--- src/rtl/div_seq.sv ---
// div_seq: multi-cycle radix-2 restoring divider for the EX stage.
// Accepts DIV/DIVU requests, runs WIDTH iterations, stalls the pipeline while
// busy, and presents {remainder, quotient} for HI/LO writeback.
// Build option: define DIV_ZERO_FAST_EN to short-circuit a zero divisor
// through a one-cycle path that returns an all-zero result.
module div_seq #(
  parameter int unsigned WIDTH = 32
) (
  input  logic                 clk,
  input  logic                 rst,
  input  logic                 start,
  input  logic                 signed_div,
  input  logic [WIDTH-1:0]     opdata1,
  input  logic [WIDTH-1:0]     opdata2,
  input  logic                 annul,
  output logic [2*WIDTH-1:0]   result,
  output logic                 ready,
  output logic                 stallreq
);

  localparam int unsigned CW = $clog2(WIDTH) + 1;

  typedef enum logic [1:0] {
    S_FREE,
    S_BYZERO,
    S_ON,
    S_END
  } state_t;

  state_t                state, state_nxt;

  // Working register layout: [2W:W+1] partial remainder, [W:1] shifting
  // dividend, quotient bits enter at [0] and walk up into [W-1:0].
  logic [2*WIDTH:0]      work, work_nxt;
  logic [WIDTH:0]        diff;
  logic [WIDTH-1:0]      divisor_abs;
  logic [WIDTH-1:0]      dividend_abs;
  logic [WIDTH-1:0]      divisor_in_abs;
  logic [CW-1:0]         cnt;
  logic                  sgn_q;
  logic                  dend_neg;
  logic                  dsor_neg;
  logic                  last_iter;
  logic [WIDTH-1:0]      quo_fix;
  logic [WIDTH-1:0]      rem_fix;
  logic                  accept;
  logic                  ready_nxt;
  logic [2*WIDTH-1:0]    result_nxt;
`ifdef DIV_ZERO_FAST_EN
  logic                  div_zero;
`endif

  assign stallreq = start & ~ready;
  assign accept   = start & ~annul;

`ifdef DIV_ZERO_FAST_EN
  assign div_zero = (opdata2 == '0);
`endif

  // Operand magnitudes: only DIV takes the absolute value of negative operands.
  always_comb begin
    dividend_abs   = (signed_div & opdata1[WIDTH-1]) ? (~opdata1 + 1'b1) : opdata1;
    divisor_in_abs = (signed_div & opdata2[WIDTH-1]) ? (~opdata2 + 1'b1) : opdata2;
  end

  // One restoring step: trial-subtract the divisor from the partial remainder.
  always_comb begin
    diff = {1'b0, work[2*WIDTH-1:WIDTH]} - {1'b0, divisor_abs};
    if (diff[WIDTH]) begin
      work_nxt = work << 1;
    end else begin
      work_nxt = {diff[WIDTH-1:0], work[WIDTH-1:0], 1'b1};
    end
  end

  // Sign fix-up applied to the value produced by the final iteration.
  always_comb begin
    last_iter = (cnt == CW'(WIDTH - 1));
    if (sgn_q & (dend_neg ^ dsor_neg)) begin
      quo_fix = ~work_nxt[WIDTH-1:0] + 1'b1;
    end else begin
      quo_fix = work_nxt[WIDTH-1:0];
    end
    if (sgn_q & dend_neg) begin
      rem_fix = ~work_nxt[2*WIDTH:WIDTH+1] + 1'b1;
    end else begin
      rem_fix = work_nxt[2*WIDTH:WIDTH+1];
    end
  end

  // State register.
  always_ff @(posedge clk or posedge rst) begin
    if (rst) begin
      state <= S_FREE;
    end else begin
      state <= state_nxt;
    end
  end

  // Next-state and registered-output values; annul overrides everything.
  always_comb begin
    state_nxt  = state;
    ready_nxt  = 1'b0;
    result_nxt = '0;
    if (annul) begin
      state_nxt = S_FREE;
    end else begin
      case (state)
        S_FREE: begin
          if (start) begin
`ifdef DIV_ZERO_FAST_EN
            state_nxt = div_zero ? S_BYZERO : S_ON;
`else
            state_nxt = S_ON;
`endif
          end
        end
        S_BYZERO: begin
          if (!start) begin
            state_nxt = S_FREE;
          end else begin
            state_nxt = S_END;
            ready_nxt = 1'b1;
          end
        end
        S_ON: begin
          if (!start) begin
            state_nxt = S_FREE;
          end else if (last_iter) begin
            state_nxt  = S_END;
            ready_nxt  = 1'b1;
            result_nxt = {rem_fix, quo_fix};
          end
        end
        S_END: begin
          if (!start) begin
            state_nxt = S_FREE;
          end else begin
            ready_nxt  = 1'b1;
            result_nxt = result;
          end
        end
        default: begin
          state_nxt = S_FREE;
        end
      endcase
    end
  end

  // Operand capture on acceptance in Free; iterate while On.
  always_ff @(posedge clk or posedge rst) begin
    if (rst) begin
      work        <= '0;
      cnt         <= '0;
      divisor_abs <= '0;
      sgn_q       <= 1'b0;
      dend_neg    <= 1'b0;
      dsor_neg    <= 1'b0;
    end else if (state == S_FREE && accept) begin
      work        <= {{WIDTH{1'b0}}, dividend_abs, 1'b0};
      cnt         <= '0;
      divisor_abs <= divisor_in_abs;
      sgn_q       <= signed_div;
      dend_neg    <= opdata1[WIDTH-1];
      dsor_neg    <= opdata2[WIDTH-1];
    end else if (state == S_ON) begin
      work <= work_nxt;
      cnt  <= cnt + 1'b1;
    end
  end

  // Registered result/ready, cleared whenever not presenting a result.
  always_ff @(posedge clk or posedge rst) begin
    if (rst) begin
      ready  <= 1'b0;
      result <= '0;
    end else begin
      ready  <= ready_nxt;
      result <= result_nxt;
    end
  end

endmodule

--- config.mk ---
export PLATFORM = sky130hd
export DESIGN_NAME = div_seq
export DESIGN_NICKNAME = d
export VERILOG_FILES = /design/src/rtl/div_seq.sv
export SDC_FILE = /design/constraint.sdc
export NUM_CORES = 1
export LEC_CHECK = 0
export BUFFER_PORTS_ARGS = -buffer_cell sky130_fd_sc_hd__buf_2
export CORE_ASPECT_RATIO = 0.5
export CORE_MARGIN = 1.5
export CORE_UTILIZATION = 42
export DETAILED_ROUTE_END_ITERATION = 6
export GPL_ROUTABILITY_DRIVEN = 0
export HOLD_SLACK_MARGIN = 0.05
export PLACE_DENSITY_LB_ADDON = 0.1
export SLEW_MARGIN = 20
export SYNTH_ARGS = -nofsm -noshare
export SYNTH_HDL_FRONTEND = slang
export SYNTH_SLANG_ARGS = --single-unit
--- constraint.sdc ---
create_clock -name clk -period 9.2 [get_ports clk]
set_clock_uncertainty 0.05 [all_clocks]
set_input_delay 0.92 -clock clk [delete_from_list [all_inputs] [get_ports clk]]
set_output_delay 0.92 -clock clk [all_outputs]
set_load 0.01 [all_outputs]
==> results of run 1 <==
critical path: stages (launching register included):
cell and delay (ns):
dfrtp_1 0.43, inv_1 0.07, ha_1 0.23, fa_1 0.39, nand2b_1 0.26, a21oi_2 0.16
o21ai_1 0.09, a211oi_2 0.49, o2111a_2 0.32, or2_4 0.62, nand2_1 0.13, o21ai_0 0.22
ha_1 0.36, nand2b_1 0.12, or4_4 0.50, nor3_2 0.19, nand2_1 0.11, o41ai_4 0.41
nand2_2 0.12, or4_1 0.48, mux2_2 0.28, nand3_2 0.06
per-stage QoR:
step / instance area [um2] / utilization / instances
after detailed placement: 12900 / 0.464 / 1920
final: 13500 / 0.485 / 1951
after global placement: 12900 / 0.464 / 1920
after floorplan: 12000 / - / 1470
after global routing: 13500 / 0.485 / 1951
after CTS: 13500 / 0.485 / 1951
power breakdown:
| group | internal [W] | switching (W) | total, W |
|---|---|---|---|
| Sequential | 0.000990 | 0.000282 | 0.00127 |
| Combinational | 0.00142 | 0.00249 | 0.00391 |
| Clock | 0.000417 | 0.000329 | 0.000745 |
| Total | 0.00282 | 0.00310 | 0.00592 |
layout by cell type, fill, tap and decap left out, types with 48 or more instances in the layout:
| cell | instances |
|---|---|
| a21oi_1 | 88 |
| buf_2 | 134 |
| dfrtp_1 | 172 |
| inv_1 | 63 |
| mux2i_1 | 48 |
| nand2_1 | 226 |
| nor2_1 | 123 |
| o21ai_0 | 175 |
| xnor2_1 | 63 |
| xor2_1 | 82 |
cell usage after synthesis (5+ instances only):
| library cell | instances | share of area |
|---|---|---|
| ha_1 | 40 | 0.042 |
| or3_1 | 10 | 0.0052 |
| nor2b_1 | 5 | 0.0026 |
| nand2_1 | 227 | 0.071 |
| o211ai_1 | 9 | 0.0056 |
| o31ai_1 | 22 | 0.014 |
| nand2b_1 | 15 | 0.0078 |
| o21ai_0 | 175 | 0.073 |
| dfrtp_1 | 172 | 0.36 |
| xor2_1 | 82 | 0.060 |
| inv_1 | 64 | 0.020 |
| nand4_1 | 6 | 0.0031 |
| nor2_1 | 123 | 0.038 |
| nor4_1 | 13 | 0.0068 |
| a21oi_1 | 88 | 0.037 |
| or4_1 | 10 | 0.0062 |
| clkbuf_1 | 54 | 0.017 |
| a31oi_1 | 8 | 0.0042 |
| and2_1 | 20 | 0.010 |
| mux2i_1 | 48 | 0.040 |
| nor3b_1 | 5 | 0.0031 |
| nand3_1 | 14 | 0.0058 |
| buf_1 | 7 | 0.0022 |
| a311oi_1 | 6 | 0.0044 |
| buf_2 | 8 | 0.0033 |
| o41ai_1 | 10 | 0.0073 |
| nor3_1 | 33 | 0.014 |
| xnor2_1 | 63 | 0.046 |
| o21ai_1 | 9 | 0.0037 |
| a211oi_1 | 29 | 0.018 |
| a21o_1 | 12 | 0.0075 |
sequential cells by signal, summed over array words and instances (netlist names):
| signal | count |
|---|---|
| result | 64 |
| dsor_neg | 1 |
| work | 64 |
| cnt | 6 |
| state | 2 |
| sgn_q | 1 |
| ready | 1 |
| dend_neg | 1 |
| divisor_abs | 32 |
path summary, 6_finish.rpt:
kind / start / to / depth (start not counted)
min reg2reg: result[13] / result[13] / 2
max in group asynchronous: rst / result[35] / 3
max reg2reg: work[32] / result[62] / 21
min: result[13] / result[13] / 2
max: work[32] / result[62] / 21
min in group asynchronous: rst / result[27] / 2
routing by layer:
| layer | vias to the layer above | track usage |
|---|---|---|
| li1 | 5347 | - |
| met1 | 5230 | 0.347 |
| met2 | 304 | 0.343 |
| met3 | 16 | 0.0639 |
| met4 | 0 | 0.0379 |
| met5 | - | 0 |
layout make-up:
class,count,area share
clock buffer,20,0.0337
timing repair buffer,139,0.0523
clock inverter,11,0.00988
multi-input combinational,1162,0.532
tap,382,0.0353
sequential,172,0.318
inverter,65,0.0188
cell families after synthesis:
kind of cell | share of synthesized area
AO/OA/AOI/OAI | 0.212
multiplexers | 0.0418
adder cells (fa/ha/maj) | 0.0433
flip-flops | 0.358
AND/OR/NAND/NOR | 0.194
buffers and inverters | 0.0446
XOR/XNOR | 0.106
==> summary.md, run 1 <==
| Metric | Value |
|---|---|
| Peak supply drop | `252 uV` |
| Reg2Reg Setup Slack | `3.00 ns` |
| Highest routed layer | `met4` |
| GRT overflow | `0` |
| CTS sink count | `172` |
| Pin count of the biggest net entering global routing | `105` |
| Final Max Tran Viols | `0` |
| Die Area | `29700 um2` |
| Wirelength per Cell | `17.6 um` |
| Initial Utilization | `0.431` |
| CTS tree | `built` |
| Met1 Wirelength | `17300 um` |
| Gr usage total | `0.234` |
| CP Class | `register to register` |
| Cell Area, Synth | `12000 um2` |
| Data required, critical path | `9.54 ns` |
| Routed met3 length | `2500 um` |
| Share of layout cells above drive strength 1 | `0.129` |
| Asr flop ratio synth | `1.00` |
| Syn Inst Count | `1470` |
| RSZ-0062 raised after global routing | `false` |
| DR vias/cell | `5.59` |
| Clock transition at the registers of the reported paths | `0.07 ns` |
| Area Overhead vs Synth | `12.6%` |
| Final Cycle Share | `0.674` |
| CP max FO | `58` |
| CTS resizes | `0` |
| Setup WS post-layout | `3.00 ns` |
| Vias | `10897` |
| Ys Warns | `0` |
| Slew HR | `0.302` |
| Total CTS buffers | `17` |
| Hold WC Path Type | `register to register` |
| Smallest hold slack | `0.425 ns` |
| Worst slack, placed | `3.14 ns` |
| DR pass1 iterations | `7` |
| Fmax | `161 MHz` |
| Worst path arrival time | `6.54 ns` |
| Met2 Wirelength | `14300 um` |
| Final nets | `1667` |
| Post-DP HPWL | `25300 um` |
| Residual DRC | `0` |
| ANT nets after route | `0` |
| Distinct cells, synth | `77` |
| Clk_lat worst skew | `0.45 ns` |
| Clock Tree Buf Depth | `2` |
| Multi-input logic area | `7210 um2` |
| #FFs+latches synth | `172` |
| Hold Violations, Final | `0` |
| # IOs | `135` |
| Final setup vio count | `0` |
| TNS Setup | `0 ns` |
| PortBufs | `134` |
| Vias in the first global route | `10038` |
| Post-synthesis sequential area ratio | `0.358` |
| EDFF count, synth | `0` |
| Total power | `0.00592 W` |
| MaxCap Viol Count | `0` |
| Power per cell area | `437 nW/um2` |
| Initial antenna violation count | `0` |
| Row cnt | `43` |
| Hold_buf cts | `0` |
| Global-route wire length before repair | `55100 um` |
| Antenna cells | `0` |
| Status | `completed` |
| Ys flop type | `dfrtp_1` |
| Clock Tree Root | `clkbuf_16` |
| 1st-iter DRT viols | `882` |
| Mean Syn Cell Area | `8.18 um2` |
| Tmin final | `6.20 ns` |
| Core area | `27900 um2` |
| Final WL | `34400 um` |
| Critical Path End Type | `register` |
| Worst setup SP type | `register` |
| Postcts setup bufs | `0` |
| Transition time of the tightest slew-check pin | `1.05 ns` |
| Chip width | `242 um` |
| Die H | `123 um` |
| # fillers | `2746` |
| FF+latch area | `4300 um2` |
| Net count after synthesis | `1580` |
| Pleak | `5.99 nW` |
| Max H-tree Level | `4` |
Note: power is estimated with default switching activity, not from simulation.
==> run 2, diff against run 1 <==
==> constraint.sdc (replaced) <==
create_clock -name clk -period 6.4 [get_ports clk]
set_clock_uncertainty 0.05 [all_clocks]
set_input_delay 0.64 -clock clk [delete_from_list [all_inputs] [get_ports clk]]
set_output_delay 0.64 -clock clk [all_outputs]
set_load 0.01 [all_outputs]
==> summary.md, run 2 (synthesis results as in run 1) <==
| Metric | Value |
|---|---|
| Total power | `0.00846 W` |
| CP Class | `register to register` |
| Slowest Stage Delay on Critical Path | `0.51 ns` |
| Core area | `27900 um2` |
| Transition time of the tightest slew-check pin | `1.08 ns` |
| Initial Utilization | `0.431` |
| Worst reg2reg path startpoint | `work[32]` |
| Reg2Reg Capture Point | `result[62]` |
| Switching pwr | `0.00448 W` |
| Final setup vio count | `0` |
| FF+latch area | `4300 um2` |
| Vias | `10943` |
| MaxCap Viol Count | `0` |
| Global-route wire length before repair | `55200 um` |
| Data required, critical path | `6.74 ns` |
| Final Cycle Share | `0.889` |
| Delay-heaviest family, CP | `simple AND/OR/NAND/NOR gates` |
| Critical Path End Type | `register` |
| Most common cell after layout, fill and taps aside | `nand2_1` |
| Cell count of the worst reg-to-reg path | `21` |
| PortBufs | `134` |
| 1st-iter DRT viols | `700` |
| Crit path cell chain | `inv_1, ha_1, fa_1, nand2b_1, a21oi_2, o21ai_1, a211oi_2, o2111a_2, or2_4, nand2_1, o21ai_0, ha_1, nand2b_1, or4_4, nor3_2, nand2_1, o41ai_4, nand2_2, or4_1, mux2_2, nand3_2` |
| CP max-delay cell | `or4_4` |
| CTS sink count | `172` |
| DR pass1 iterations | `5` |
| Postcts setup bufs | `0` |
| Pleak | `5.97 nW` |
| Layout Utilization | `0.484` |
| Vias in the first global route | `10026` |
| Antenna cells | `0` |
| Fmax | `176 MHz` |
| Worst setup SP type | `register` |
| Multi-input logic area | `7210 um2` |
| Clock power share | `0.117` |
| Max H-tree Level | `4` |
| Wirelength per Cell | `17.7 um` |
| Clk_lat worst skew | `0.45 ns` |
| Post-DP HPWL | `25800 um` |
| Hold WC Path Type | `primary input to async pin` |
| Chip width | `242 um` |
| Reg2Reg Setup Slack | `0.71 ns` |
| Critical path buffer and inverter count | `1` |
| CTS resizes | `0` |
| Final nets | `1670` |
| Worst path arrival time | `6.03 ns` |
| TNS Setup | `0 ns` |
| Status | `completed` |
| Die Area | `29700 um2` |
| ANT nets after route | `0` |
| Setup WS post-layout | `0.709 ns` |
| CTS tree | `built` |
| Worst slack, placed | `0.765 ns` |
| CP Depth | `21` |
| Pin count of the biggest net entering global routing | `70` |
| Internal | `0.00398 W` |
| Gr usage total | `0.235` |
| Tmin final | `5.69 ns` |
| Die H | `123 um` |
| Peak supply drop | `317 uV` |
| Hold Violations, Final | `0` |
| Hold_buf cts | `0` |
| Share of power burned in registers | `0.216` |
| Area Overhead vs Synth | `12.4%` |
| Initial antenna violation count | `0` |
| CP max FO | `19` |
| Clock transition at the registers of the reported paths | `0.07 ns` |
| Most frequent cells in the layout | `nand2_1, o21ai_0, dfrtp_1` |
| Slew HR | `0.282` |
| Combinational share of power | `0.667` |
| Row cnt | `43` |
| Power per cell area | `626 nW/um2` |
| DR vias/cell | `5.60` |
| GRT overflow | `0` |
| Clock Tree Buf Depth | `2` |
| Final Max Tran Viols | `0` |
| Share of layout cells above drive strength 1 | `0.130` |
| Total CTS buffers | `17` |
| Regs by FF count | `result x64, work x64, divisor_abs x32` |
| Clock Tree Root | `clkbuf_16` |
| RSZ-0062 raised after global routing | `false` |
| Switching Fraction | `0.529` |
| Final WL | `34600 um` |
| Residual DRC | `0` |
| # IOs | `135` |
| # fillers | `2720` |
run 2: cell types whose count changed in the layout (fill, tap and decap cells not counted):
| cell | previous run | this run |
|---|---|---|
| buf_4 | 5 | 8 |
| inv_8 | 0 | 1 |
| clkbuf_8 | 2 | 0 |
| clkbuf_1 | 1 | 2 |
| bufinv_16 | 2 | 0 |
| clkinvlp_4 | 1 | 4 |
| clkinv_4 | 5 | 2 |
| inv_6 | 4 | 7 |
run 2: power by group through the flow:
stage	registers [W]	clock network (W)	logic [W]
2_1_floorplan	0.00170	0	0.00427
3_3_place_gp	0.00181	0	0.00548
3_5_place_dp	0.00184	0	0.00553
4_1_cts	0.00182	0.00102	0.00556
5_1_grt	0.00188	0.00106	0.00620
6_report	0.00182	0.000992	0.00564
run 2: metal layers:
layer / wire length (um) / vias up / track usage
met1: 17800 / 5249 / 0.357
met2: 14600 / 339 / 0.349
li1: - / 5339 / -
met3: 2010 / 16 / 0.0477
met4: 216 / 0 / 0.0332
met5: 0 / - / 0
run 2: final cells by class:
class,instances,share of cell area
Inverter,65,0.0188
Sequential cell,172,0.318
Multi-Input combinational cell,1162,0.533
Timing Repair Buffer,142,0.0541
Clock buffer,19,0.0320
Clock inverter,13,0.00796
Tap cell,382,0.0354
run 2: worst max path at each step:
stage	slack, ns	to	from
6_report	0.71	result[62]	work[32]
3_5_place_dp	0.77	result[62]	work[32]
3_3_place_gp	0.96	result[62]	work[32]
5_1_grt	0.41	result[62]	work[32]
2_1_floorplan	0.72	result[62]	work[32]
4_1_cts	0.75	result[62]	work[32]
run 2: through the flow:
step	cell area, um2	hold slack [ns]	instances
floorplan	12000	0.400	1470
global placement	13000	0.407	1923
detailed placement	13000	0.416	1923
CTS	13500	0.166	1955
global route	13500	0.172	1955
finish	13500	0.156	1955
==> run 3, diff against run 2 <==
--- a/config.mk
+++ b/config.mk
@@ -6,12 +6,14 @@
 export NUM_CORES = 1
 export LEC_CHECK = 0
 export BUFFER_PORTS_ARGS = -buffer_cell sky130_fd_sc_hd__buf_2
+export CAP_MARGIN = 10
 export CORE_ASPECT_RATIO = 0.5
 export CORE_MARGIN = 1.5
 export CORE_UTILIZATION = 42
 export DETAILED_ROUTE_END_ITERATION = 6
 export GPL_ROUTABILITY_DRIVEN = 0
 export HOLD_SLACK_MARGIN = 0.05
+export MAX_ROUTING_LAYER = met4
 export PLACE_DENSITY_LB_ADDON = 0.1
 export SLEW_MARGIN = 20
 export SYNTH_ARGS = -nofsm -noshare
==> summary.md, run 3 (synthesis results as in run 1) <==
| Metric | Value |
|---|---|
| # IOs | `135` |
| MaxCap Viol Count | `0` |
| Regs by FF count | `result x64, work x64, divisor_abs x32` |
| Core area | `27900 um2` |
| Met2 global-route usage | `0.348` |
| Combinational share of power | `0.667` |
| Clock transition at the registers of the reported paths | `0.07 ns` |
| Total CTS buffers | `17` |
| CTS resizes | `0` |
| GRT overflow | `0` |
| GR Layer Usage met1 | `0.358` |
| Vias | `10920` |
| Post-DP HPWL | `25800 um` |
| Layer with the highest usage | `met1` |
| CTS tree | `built` |
| Global-route wire length before repair | `55300 um` |
| Internal | `0.00398 W` |
| Wirelength per Cell | `17.8 um` |
| Hold WC Path Type | `primary input to async pin` |
| Transition time of the tightest slew-check pin | `1.09 ns` |
| RSZ-0062 raised after global routing | `false` |
| 1st-iter DRT viols | `696` |
| Switching Fraction | `0.530` |
| Pin count of the biggest net entering global routing | `70` |
| Vias in the first global route | `10023` |
| TNS Setup | `0 ns` |
| Most frequent cells in the layout | `nand2_1, o21ai_0, dfrtp_1` |
| Status | `completed` |
| # fillers | `2720` |
| Initial antenna violation count | `0` |
| Clock power share | `0.118` |
| Reg2Reg Capture Point | `result[62]` |
| Share of power burned in registers | `0.216` |
| Final Cycle Share | `0.896` |
| Worst setup SP type | `register` |
| CP Class | `register to register` |
| ANT nets after route | `0` |
| Area Overhead vs Synth | `12.4%` |
| Switching pwr | `0.00448 W` |
| Clock Tree Buf Depth | `2` |
| Final setup vio count | `0` |
| Die Area | `29700 um2` |
| Setup WS post-layout | `0.664 ns` |
| Initial Utilization | `0.431` |
| Row cnt | `43` |
| CP max FO | `19` |
| Clock Tree Root | `clkbuf_16` |
| Peak supply drop | `316 uV` |
| Max H-tree Level | `4` |
| Most common cell after layout, fill and taps aside | `nand2_1` |
| Critical Path End Type | `register` |
| Reg2Reg Setup Slack | `0.66 ns` |
| Final Max Tran Viols | `0` |
| PortBufs | `134` |
| DR pass1 iterations | `5` |
| Residual DRC | `0` |
| Hold_buf cts | `0` |
| CTS sink count | `172` |
| Share of layout cells above drive strength 1 | `0.130` |
| Die H | `123 um` |
| Tmin final | `5.74 ns` |
| Hold Violations, Final | `0` |
| Clk_lat worst skew | `0.45 ns` |
| Postcts setup bufs | `0` |
| Worst slack, placed | `0.765 ns` |
| Fmax | `174 MHz` |
| Data required, critical path | `6.74 ns` |
| Slew HR | `0.275` |
| Pleak | `5.97 nW` |
| Final nets | `1670` |
| Power per cell area | `626 nW/um2` |
| Gr usage total | `0.243` |
| Final WL | `34700 um` |
| Worst path arrival time | `6.08 ns` |
| Worst reg2reg path startpoint | `work[32]` |
| Cell count of the worst reg-to-reg path | `21` |
| Antenna cells | `0` |
| DR vias/cell | `5.59` |
| M3 GR Usage | `0.0470` |
| Chip width | `242 um` |
-- run 3: per-layer routing --
metal	vias to the layer above	share of wire	wire [um]
met3	14	0.060	2080
li1	5337	-	-
met2	330	0.42	14700
met1	5239	0.51	17800
met4	0	0.0043	148
met5	-	0	0
-- run 3: worst max-delay path: stages, from the launching register on --
cell and delay, ns:
dfrtp_1 0.42, inv_1 0.06, ha_1 0.22, fa_1 0.38
nand2b_1 0.26, a21oi_2 0.18, o21ai_1 0.08, a211oi_2 0.49
o2111a_2 0.33, or2_4 0.32, nand2_1 0.10, o21ai_0 0.18
ha_1 0.34, nand2b_1 0.10, or4_4 0.51, nor3_2 0.19
nand2_1 0.12, o41ai_4 0.40, nand2_2 0.12, or4_1 0.47
mux2_2 0.28, nand3_2 0.06
-- run 3: power groups by stage --
stage | Clock (W) | Sequential [W] | Combinational [W]
global placement | 0 | 0.00181 | 0.00548
global route | 0.00106 | 0.00188 | 0.00620
CTS | 0.00102 | 0.00182 | 0.00556
detailed placement | 0 | 0.00184 | 0.00553
finish | 0.000995 | 0.00183 | 0.00564
floorplan | 0 | 0.00170 | 0.00427
-- run 3: how the worst max path moves through the flow --
stage	slack (ns)	end	depth (start not counted)	from
after detailed placement	0.77	result[62]	21	work[32]
final	0.66	result[62]	21	work[32]
after floorplan	0.72	result[62]	24	work[32]
after CTS	0.75	result[62]	21	work[32]
after global placement	0.96	result[62]	21	work[32]
after global routing	0.41	result[62]	21	work[32]
-- run 3: final cells by class --
| class | count | area (um2) | area share |
|---|---|---|---|
| sequential | 172 | 4300 | 0.318 |
| inverter | 65 | 254 | 0.0188 |
| multi-input combinational | 1162 | 7210 | 0.533 |
| tap | 382 | 478 | 0.0354 |
| timing repair buffer | 142 | 731 | 0.0541 |
| clock buffer | 19 | 433 | 0.0320 |
| clock inverter | 13 | 108 | 0.00796 |
-- run 3: stage by stage --
step,utilization,total power [W],instance area [um2],hold WS [ns],std cells
floorplan,-,0.00597,12000,0.400,1470
global route,0.484,0.00915,13500,0.174,1955
finish,0.484,0.00846,13500,0.155,1955
CTS,0.484,0.00839,13500,0.166,1955
global placement,0.465,0.00729,13000,0.407,1923
detailed placement,0.465,0.00736,13000,0.416,1923
